<file path="config.mk">
export PLATFORM = sky130hd
export DESIGN_NAME = rs_syn_stream_flat
export DESIGN_NICKNAME = d
export VERILOG_FILES = /design/src/rtl/rs_syn_stream_if.sv /design/src/rtl/rs_syn_stream.sv /design/src/flat_wrapper.sv
export SDC_FILE = /design/constraint.sdc
export NUM_CORES = 2
export LEC_CHECK = 0
export ABC_AREA = 1
export BUFFER_PORTS_ARGS = -buffer_cell sky130_fd_sc_hd__buf_2
export CAP_MARGIN = 25
export CORE_UTILIZATION = 47
export DETAILED_ROUTE_END_ITERATION = 8
export PLACE_DENSITY = 0.76
export REMOVE_ABC_BUFFERS = 1
export SLEW_MARGIN = 20
export SYNTH_ARGS = -nofsm -noshare
export SYNTH_HDL_FRONTEND = slang
export SYNTH_SLANG_ARGS = --single-unit
</file>
<file path="constraint.sdc">
create_clock -name clk -period 42 [get_ports clk]
set_clock_uncertainty 0.05 [all_clocks]
set_input_delay 10.5 -clock clk [delete_from_list [all_inputs] [get_ports clk]]
set_output_delay 10.5 -clock clk [all_outputs]
set_load 0.02 [all_outputs]
</file>
<file path="src/rtl/rs_syn_stream_if.sv">
// Stream bundle for rs_syn_stream: symbol input channel and syndrome output channel.
// master = symbol source / result consumer, slave = syndrome engine.
interface rs_syn_stream_if #(
   parameter int unsigned NSYM = 32
);
   logic              in_valid;
   logic              in_ready;
   logic [7:0]        in_data;
   logic              in_last;
   logic [7:0]        in_n;
   logic              syn_valid;
   logic              syn_ready;
   logic [NSYM*8-1:0] syn_data;
   logic              syn_nz;
   logic              syn_len_err;

   modport master (
      output in_valid, in_data, in_last, in_n, syn_ready,
      input  in_ready, syn_valid, syn_data, syn_nz, syn_len_err
   );

   modport slave (
      input  in_valid, in_data, in_last, in_n, syn_ready,
      output in_ready, syn_valid, syn_data, syn_nz, syn_len_err
   );
endinterface

</file>
<file path="src/rtl/rs_syn_stream.sv">
// Streaming Reed-Solomon syndrome engine over GF(2^8).
// Symbols arrive highest-degree first; each accumulator runs Horner's rule at alpha^(FCR+i).
// A one-deep output slot lets the next codeword accumulate while a result waits.
// Optional length check: define RS_SYN_LEN_CHECK_EN to enable in_n/counter-based syn_len_err;
// otherwise syn_len_err is tied to 0 and codewords are delimited by in_last only.
module rs_syn_stream #(
   parameter int unsigned NSYM      = 32,
   parameter int unsigned FCR       = 0,
   parameter logic [8:0]  PRIM_POLY = 9'h11D
) (
   input logic             clk,
   input logic             rst,
   rs_syn_stream_if.slave  bus
);

   typedef enum logic [1:0] {StEmpty, StFull, StPend} slot_state_e;

   function automatic logic [7:0] gf_mul(input logic [7:0] a, input logic [7:0] b);
      logic [7:0] p;
      logic [7:0] x;
      p = 8'h00;
      x = a;
      for (int k = 0; k < 8; k++) begin
         if (b[k]) p = p ^ x;
         x = {x[6:0], 1'b0} ^ (x[7] ? PRIM_POLY[7:0] : 8'h00);
      end
      return p;
   endfunction

   // Evaluation points alpha^(FCR+i), fixed at elaboration.
   function automatic logic [NSYM*8-1:0] gen_roots();
      logic [NSYM*8-1:0] r;
      logic [7:0]        p;
      r = '0;
      p = 8'h01;
      for (int unsigned k = 0; k < FCR; k++) p = gf_mul(p, 8'h02);
      for (int unsigned i = 0; i < NSYM; i++) begin
         r[8*i +: 8] = p;
         p = gf_mul(p, 8'h02);
      end
      return r;
   endfunction

   localparam logic [NSYM*8-1:0] ROOTS = gen_roots();

   logic [NSYM-1:0][7:0] acc_q, acc_d;
   logic                 first_q;
   logic                 err_d;
   logic                 in_xfer, out_xfer, done;

   slot_state_e          state_q;
   logic                 syn_valid_q, in_ready_q;
   logic [NSYM*8-1:0]    slot_q;
   logic                 nz_q, err_q, pend_err_q;

   assign in_xfer  = bus.in_valid & in_ready_q;
   assign out_xfer = syn_valid_q & bus.syn_ready;
   assign done     = in_xfer & bus.in_last;

   assign bus.in_ready    = in_ready_q;
   assign bus.syn_valid   = syn_valid_q;
   assign bus.syn_data    = slot_q;
   assign bus.syn_nz      = nz_q;
   assign bus.syn_len_err = err_q;

   // Horner step per syndrome; the first symbol of a codeword seeds the accumulator.
   always_comb begin
      acc_d = '0;
      for (int i = 0; i < NSYM; i++) begin
         acc_d[i] = first_q ? bus.in_data
                            : (gf_mul(acc_q[i], ROOTS[8*i +: 8]) ^ bus.in_data);
      end
   end

   // Accumulator and codeword-start flag.
   always_ff @(posedge clk or posedge rst) begin
      if (rst) begin
         acc_q   <= '0;
         first_q <= 1'b1;
      end else if (in_xfer) begin
         acc_q   <= acc_d;
         first_q <= bus.in_last;
      end
   end

`ifdef RS_SYN_LEN_CHECK_EN
   logic [7:0] cnt_q, cnt_d, n_q, n_d;
   logic       sat_q, sat_d;

   // Symbol count after this transfer; sat flags a count that would pass 255.
   always_comb begin
      if (first_q) begin
         cnt_d = 8'd1;
         n_d   = bus.in_n;
         sat_d = 1'b0;
      end else begin
         cnt_d = (cnt_q == 8'hFF) ? 8'hFF : cnt_q + 8'd1;
         n_d   = n_q;
         sat_d = sat_q | (cnt_q == 8'hFF);
      end
      err_d = (n_d == 8'd0) | (cnt_d != n_d) | sat_d;
   end

   // Length-tracking state, advanced only on accepted symbols.
   always_ff @(posedge clk or posedge rst) begin
      if (rst) begin
         cnt_q <= 8'd0;
         n_q   <= 8'd0;
         sat_q <= 1'b0;
      end else if (in_xfer) begin
         cnt_q <= cnt_d;
         n_q   <= n_d;
         sat_q <= sat_d;
      end
   end
`else
   assign err_d = 1'b0;
`endif

   // Output slot FSM; a pending result stays in the accumulator while input is stalled.
   always_ff @(posedge clk or posedge rst) begin
      if (rst) begin
         state_q     <= StEmpty;
         syn_valid_q <= 1'b0;
         in_ready_q  <= 1'b1;
         slot_q      <= '0;
         nz_q        <= 1'b0;
         err_q       <= 1'b0;
         pend_err_q  <= 1'b0;
      end else begin
         case (state_q)
            StEmpty: begin
               if (done) begin
                  slot_q      <= acc_d;
                  nz_q        <= |acc_d;
                  err_q       <= err_d;
                  syn_valid_q <= 1'b1;
                  state_q     <= StFull;
               end
            end
            StFull: begin
               if (done && out_xfer) begin
                  slot_q <= acc_d;
                  nz_q   <= |acc_d;
                  err_q  <= err_d;
               end else if (done) begin
                  pend_err_q <= err_d;
                  in_ready_q <= 1'b0;
                  state_q    <= StPend;
               end else if (out_xfer) begin
                  syn_valid_q <= 1'b0;
                  state_q     <= StEmpty;
               end
            end
            StPend: begin
               if (out_xfer) begin
                  slot_q     <= acc_q;
                  nz_q       <= |acc_q;
                  err_q      <= pend_err_q;
                  in_ready_q <= 1'b1;
                  state_q    <= StFull;
               end
            end
            default: begin
               syn_valid_q <= 1'b0;
               in_ready_q  <= 1'b1;
               state_q     <= StEmpty;
            end
         endcase
      end
   end

endmodule

</file>
<file path="src/flat_wrapper.sv">
// flat-port wrapper written by rule: the top's interface ports become plain ports
module rs_syn_stream_flat 
#(
   parameter int unsigned NSYM      = 32,
   parameter int unsigned FCR       = 0,
   parameter logic [8:0]  PRIM_POLY = 9'h11D
)
  (clk, rst, bus_in_valid, bus_in_data, bus_in_last, bus_in_n, bus_syn_ready, bus_in_ready, bus_syn_valid, bus_syn_data, bus_syn_nz, bus_syn_len_err);
  rs_syn_stream_if #(.NSYM(NSYM)) bus_i ();
  input logic clk;
  input logic rst;
  input wire logic [$bits(bus_i.in_valid)-1:0] bus_in_valid;
  input wire logic [$bits(bus_i.in_data)-1:0] bus_in_data;
  input wire logic [$bits(bus_i.in_last)-1:0] bus_in_last;
  input wire logic [$bits(bus_i.in_n)-1:0] bus_in_n;
  input wire logic [$bits(bus_i.syn_ready)-1:0] bus_syn_ready;
  output wire logic [$bits(bus_i.in_ready)-1:0] bus_in_ready;
  output wire logic [$bits(bus_i.syn_valid)-1:0] bus_syn_valid;
  output wire logic [$bits(bus_i.syn_data)-1:0] bus_syn_data;
  output wire logic [$bits(bus_i.syn_nz)-1:0] bus_syn_nz;
  output wire logic [$bits(bus_i.syn_len_err)-1:0] bus_syn_len_err;
  assign bus_i.in_valid = bus_in_valid;
  assign bus_i.in_data = bus_in_data;
  assign bus_i.in_last = bus_in_last;
  assign bus_i.in_n = bus_in_n;
  assign bus_i.syn_ready = bus_syn_ready;
  assign bus_in_ready = bus_i.in_ready;
  assign bus_syn_valid = bus_i.syn_valid;
  assign bus_syn_data = bus_i.syn_data;
  assign bus_syn_nz = bus_i.syn_nz;
  assign bus_syn_len_err = bus_i.syn_len_err;
  rs_syn_stream #(.NSYM(NSYM), .FCR(FCR), .PRIM_POLY(PRIM_POLY)) u_core (.clk(clk), .rst(rst), .bus(bus_i));
endmodule
</file>
# Yosys cells after proc, flatten, opt, wreduce, memory -nomap -nowiden
# Index checks and enable logic that the tools add are counted.
dict set report word_totals {
  regBits 519
  out_inout_bits 260
  word_cells 528
}
dict set report classes {
  eq_ne 10
  muxes 216
  n_bitwise 254
  n_reduce_logical 9
}
# op count
set op_table {}
lappend op_table {{8-bit bitwise XOR} 249}
lappend op_table {{5-bit 2-to-1 mux} 159}
lappend op_table {{256-bit 2-to-1 mux} 3}
lappend op_table {{256-bit one-hot mux with 3 select lines} 1}
lappend op_table {{256-bit OR reduction} 2}
lappend op_table {{8-bit 2-to-1 mux} 32}
lappend op_table {{1-bit one-hot mux with 3 select lines} 4}
lappend op_table {{4-bit AND reduction} 3}
lappend op_table {{1-bit 2-to-1 mux} 11}
lappend op_table {{2-bit 2-to-1 mux} 5}
lappend op_table {{2-bit by 1-bit != test with 1-bit output, second input constant} 5}
lappend op_table {{2-bit one-hot mux with 3 select lines} 1}
lappend op_table {{5-bit AND reduction} 1}
lappend op_table {{2-bit != test, second input constant} 2}
lappend op_table {{1-bit AND} 3}
lappend op_table {{3-bit by 1-bit != test with 1-bit output, second input constant} 1}
lappend op_table {{3-bit nonzero test} 1}
lappend op_table {{2-bit by 1-bit equality test with 1-bit output, second input constant} 1}
lappend op_table {{2-bit equality test, second input constant} 1}
lappend op_table {{2-bit logical NOT} 1}
lappend op_table {{1-bit inverter} 2}
lappend op_table {{1-bit logical AND} 1}

# Depth between registers and ports, before layout
dict set report depth {
  word_depth 20
  mapped_depth 23
  mapped_depth_nobuf 22
}

# Worst setup path after synthesis
# Ideal clock, no wire load.
dict set report synth_timing {
  path_type {input to register}
  from {input port bus_in_data[0]}
  to {register u_core.nz_q, in the netlist u_core.bus.syn_nz}
  setup_ps 117
  arrival_time_ps 11980
  required_ps 41833
  path_slack_ps 29853
  stages 18
  n_path_buf 1
  path_cell_list {buf_6 -> or2_2 -> a21oi_1 -> nand2_1 -> nor2_1 -> nand2_1 -> nor2_1 -> nand2_1 -> nor2_1 -> nand2_1 -> nor2_1 -> nand3_1 -> nor2_1 -> nand2_1 -> nor2_1 -> nand3_1 -> nand2_1 -> nand2_1}
}
dict set report synth_between {
  elab_chain_cells 5
}
# element line
set synth_lines {}
lappend synth_lines {{from (decl)} flat_wrapper.sv:13} ;# input wire logic [$bits(bus_i.in_data)-1:0] bus_in_data;
lappend synth_lines {{8-bit bitwise XOR} rs_syn_stream.sv:71} ;# : (gf_mul(acc_q[i], ROOTS[8*i +: 8]) ^ bus.in_data);
lappend synth_lines {{8-bit 2-to-1 mux} rs_syn_stream.sv:70} ;# acc_d[i] = first_q ? bus.in_data
lappend synth_lines {{256-bit OR reduction *} {rs_syn_stream.sv:135, rs_syn_stream.sv:144}}
lappend synth_lines {{1-bit 2-to-1 mux, on equally long branches} {rs_syn_stream.sv:142, rs_syn_stream.sv:133}}
lappend synth_lines {{1-bit one-hot mux with 3 select lines *} rs_syn_stream.sv:131} ;# case (state_q)
lappend synth_lines {{to (signal assigned)} rs_syn_stream.sv:135} ;# nz_q <= |acc_d;
lappend synth_lines {{to (signal assigned)} rs_syn_stream.sv:144} ;# nz_q <= |acc_d;
lappend synth_lines {{to (signal assigned)} rs_syn_stream.sv:158} ;# nz_q <= |acc_q;
lappend synth_lines {{to (decl)} rs_syn_stream.sv:54} ;# logic nz_q, err_q, pend_err_q;
# Every way passes the cells marked *; elsewhere a longest branch is shown, timed or not. The select of a mux whose other input is x is not followed.
# A chain may end at the register's enable or synchronous reset.

# Final worst setup path
dict set report layout_timing {
  from {input port bus_in_valid}
  to {register u_core.slot_q[252], in the netlist u_core.bus.syn_data[252]}
}
dict set report layout_between {
  elab_chain_cells 5
}
# element line
set layout_lines {}
lappend layout_lines {{from (decl)} flat_wrapper.sv:12} ;# input wire logic [$bits(bus_i.in_valid)-1:0] bus_in_valid;
lappend layout_lines {{1-bit AND *} rs_syn_stream.sv:56} ;# assign in_xfer = bus.in_valid & in_ready_q;
lappend layout_lines {{1-bit AND *} rs_syn_stream.sv:58} ;# assign done = in_xfer & bus.in_last;
lappend layout_lines {{1-bit logical AND} rs_syn_stream.sv:142} ;# if (done && out_xfer) begin
lappend layout_lines {{2-bit by 1-bit != test with 1-bit output (no line)} -}
lappend layout_lines {{4-bit AND reduction (no line) *} -}
lappend layout_lines {{to (signal assigned)} rs_syn_stream.sv:157} ;# slot_q <= acc_q;
lappend layout_lines {{to (decl)} rs_syn_stream.sv:53} ;# logic [NSYM*8-1:0] slot_q;
# Every way passes the cells marked *; elsewhere a longest branch is shown, timed or not.

==> metrics <==
outcome finished, final reports clean; Initial Utilization roughly 48%; GRT Util Overall 34.8%; endpoints failing hold 0; crit-path cells buf_2 -> nand2_4 -> inv_8 -> nand2_1 -> nor2_1 -> inv_1 -> a21oi_4 -> inv_8 -> buf_4 -> buf_12 -> a21oi_1 -> o21ai_0 -> o21a_1; Clock Path Buffers 3; worst setup path start bus_in_valid; Worst-path clk slew 50 ps; DIE HEIGHT approximately 290 um; DRT Wirelength between 100,000 and 150,000 um; Inserted Clock Buffers 66; hold wc startpoint u_core.bus.syn_data[170]$_DFFE_PP0P_; Mapped Area roughly 0.039 mm^2; PortBufs 271; grt total ovfl 0; Crit Path Category in -> reg; Syn. warnings 0; final layout net count roughly 6,400; Post-synth EDFFs 0; Rel. slew slack between 20% and 30%; worst hold path depth 2; Pre-antenna DRT Iters 6; layout cell share with drive strength beyond 1 8.51%; WP depth 13; Max Cap Viol 0; R2R cell count 21; final slew viol count 0; final period demand of the worst path about 14,000 ps; setup TNS 0 ps; dominant synthesized flop cell dfrtp_1; CP peak stage delay 820 ps; Final Wtd Congestion 0.978; vias 43,183; clock root buffer clkbuf_16; DRC 0; num rows about 100; Gates resized, CTS repair 0; Buf+Inv Stages, Crit Path 6; Setup Buffers After CTS 0; vias in the first global route 38,110; Seq/Total Area, Yosys around a third; Cells after Synth 6,320; Worst-Skew Late Latency between 600 and 700 ps; Worst-Margin Slew 1090 ps; fraction of registers with async set/reset 100%; R2R Setup Slk between 30,000 and 40,000 ps; final setup vio count 0; CP Launch Type input pin; hold crit path type reg -> reg; worst r2r src u_core.first_q$_DFFE_PP1P_; H-tree Lvls 3; 1st-iter DRT viols around 5,000; Top Ports around 280; first-pass GRT wire length approximately 220,000 um; Yosys cell types 47; Die ar. around 0.083 mm^2; post-route ant nets 0; largest net degree at the start of global routing between 150 and 200; Tcrit/Tclk final between 30% and 40%; Fmax 0.0700 GHz; Worst Path Arrival between 10,000 and 15,000 ps; Worst Hold End u_core.bus.syn_data[170]$_DFFE_PP0P_; cell family with most CP delay buffers and inverters; CTS tree built; Max FO, Critical Path ~160; initial antenna violation count 4; Reg-to-Reg End u_core.bus.syn_nz$_DFFE_PP0P_; Mean Syn Cell Area around 6 um^2; Core Area 0.0809 mm^2; die width ~290 um; Setup crit end kind register; CP most frequent cell inv_8; required time of the critical path ~43,000 ps; slowest stage cell, crit path buf_4; # hold bufs at CTS 0; RSZ-0062 raised after global routing no; Area growth, synth to finish 10.2%; vias per inst a little under 6; Seq cells post-synth around 520; CTS sink count about 520; hpwl dp slightly above 100,000 um; Avg WL per Cell 19.8 um
## synth_stat cells, types with 2 or more instances
cell / number / area (um^2)
xor2_1: 44 / 385
nand3_1: 530 / 2650
inv_2: 45 / 169
nor4_1: 26 / 163
o21ai_1: 2 / 10.0
nor2_1: 307 / 1150
nand3b_1: 16 / 120
buf_2: 112 / 561
nand4_1: 235 / 1470
a21o_1: 2 / 15.0
a31oi_1: 6 / 37.5
nor3_1: 9 / 45.0
nand2_2: 44 / 275
clkbuf_1: 147 / 552
clkbuf_2: 4 / 20.0
dfstp_2: 2 / 52.6
nand2_1: 2869 / 10800
inv_1: 399 / 1500
o21a_1: 58 / 435
or2_2: 4 / 25.0
a21oi_1: 209 / 1050
a21oi_2: 2 / 17.5
dfrtp_1: 516 / 12900
buf_1: 24 / 90.1
ha_1: 23 / 288
inv_4: 3 / 18.8
and2_1: 3 / 18.8
a2bb2oi_1: 2 / 17.5
xnor2_1: 32 / 280
buf_4: 32 / 240
o21ai_0: 570 / 2850
o211ai_1: 14 / 105
buf_6: 15 / 169
## worst min-delay path, cell delays in order, from the launching register on
cell,delay (ps)
dfrtp_1,330
nand2_1,50
nand2_1,60
## area by class of cell
cell class	count	area, um^2
sequential	518	13000
timing repair buffer	321	1760
fill	8309	38400
antenna	1	2.50
multi-input combinational	5020	22300
inverter	448	1730
tap	1060	1330
clock buffer	79	1780
clock inverter	42	644
## cells by family (layout without fill, tap and decap cells)
| family | count (synthesis) | after routing | synth area share (%) |
|---|---|---|---|
| other | 1 | 2 | 0.00972 |
| adder cells (fa/ha/maj) | 23 | 23 | 0.746 |
| flip-flops | 518 | 518 | 33.6 |
| XOR/XNOR | 77 | 77 | 1.80 |
| AND/OR/NAND/NOR | 4047 | 4047 | 43.3 |
| AO/OA/AOI/OAI | 872 | 872 | 11.9 |
| buffers and inverters | 782 | 890 | 8.60 |
## layout by cell type (no fill, tap or decap), types with 44 or more instances in the layout
cell type  Yosys  routed
xor2_1        44      44
nand3_1      530     530
o21a_1        58      58
nand2_1     2869    2867
dfrtp_1      516     516
nand2_2       44      44
nand4_1      235     235
inv_2         45      44
buf_2        112     271
o21ai_0      570     570
buf_4         32      48
clkbuf_16      0      67
a21oi_1      209     209
nor2_1       307     307
inv_1        399     395
## worst max-delay path by stage
stage,endpoint
after detailed placement,u_core.bus.syn_data[250]$_DFFE_PP0P_
after CTS,u_core.bus.syn_data[250]$_DFFE_PP0P_
final,u_core.bus.syn_data[252]$_DFFE_PP0P_
after global placement,u_core.bus.syn_data[252]$_DFFE_PP0P_
after floorplan,u_core.bus.syn_data[102]$_DFFE_PP0P_
after global routing,u_core.bus.syn_data[211]$_DFFE_PP0P_
## flip-flops by register name (all words and copies together), names as in the netlist
| name | cells |
|---|---|
| u_core.acc_q | 256 |
| u_core.first_q | 1 |
| u_core.state_q | 2 |
| u_core.bus.syn_nz | 1 |
| u_core.bus.syn_data | 256 |
| u_core.bus.in_ready | 1 |
| u_core.bus.syn_valid | 1 |
## per-stage QoR
stage	cell area [um^2]	utilization (%)	setup WS, ps	instances	hold WS (ps)
6_report	42500	52.6	27710	7489	423
2_1_floorplan	37000	-	15930	5986	440
3_5_place_dp	40100	49.5	27180	7366	411
3_3_place_gp	40100	49.5	27220	7366	407
5_1_grt	42500	52.6	27460	7488	441
4_1_cts	42500	52.5	27800	7487	426
## metal layers
metal | global-route usage, % | vias up | routed length (um)
li1 | - | 20571 | -
met2 | 52.2 | 2145 | 63300
met5 | 0 | - | 24
met3 | 6.42 | 415 | 15600
met1 | 47.7 | 20048 | 60700
met4 | 18.2 | 4 | 8410
Power is not shown: default switching activity piles up to over one toggle a cycle in this logic, so the estimate is an artifact.
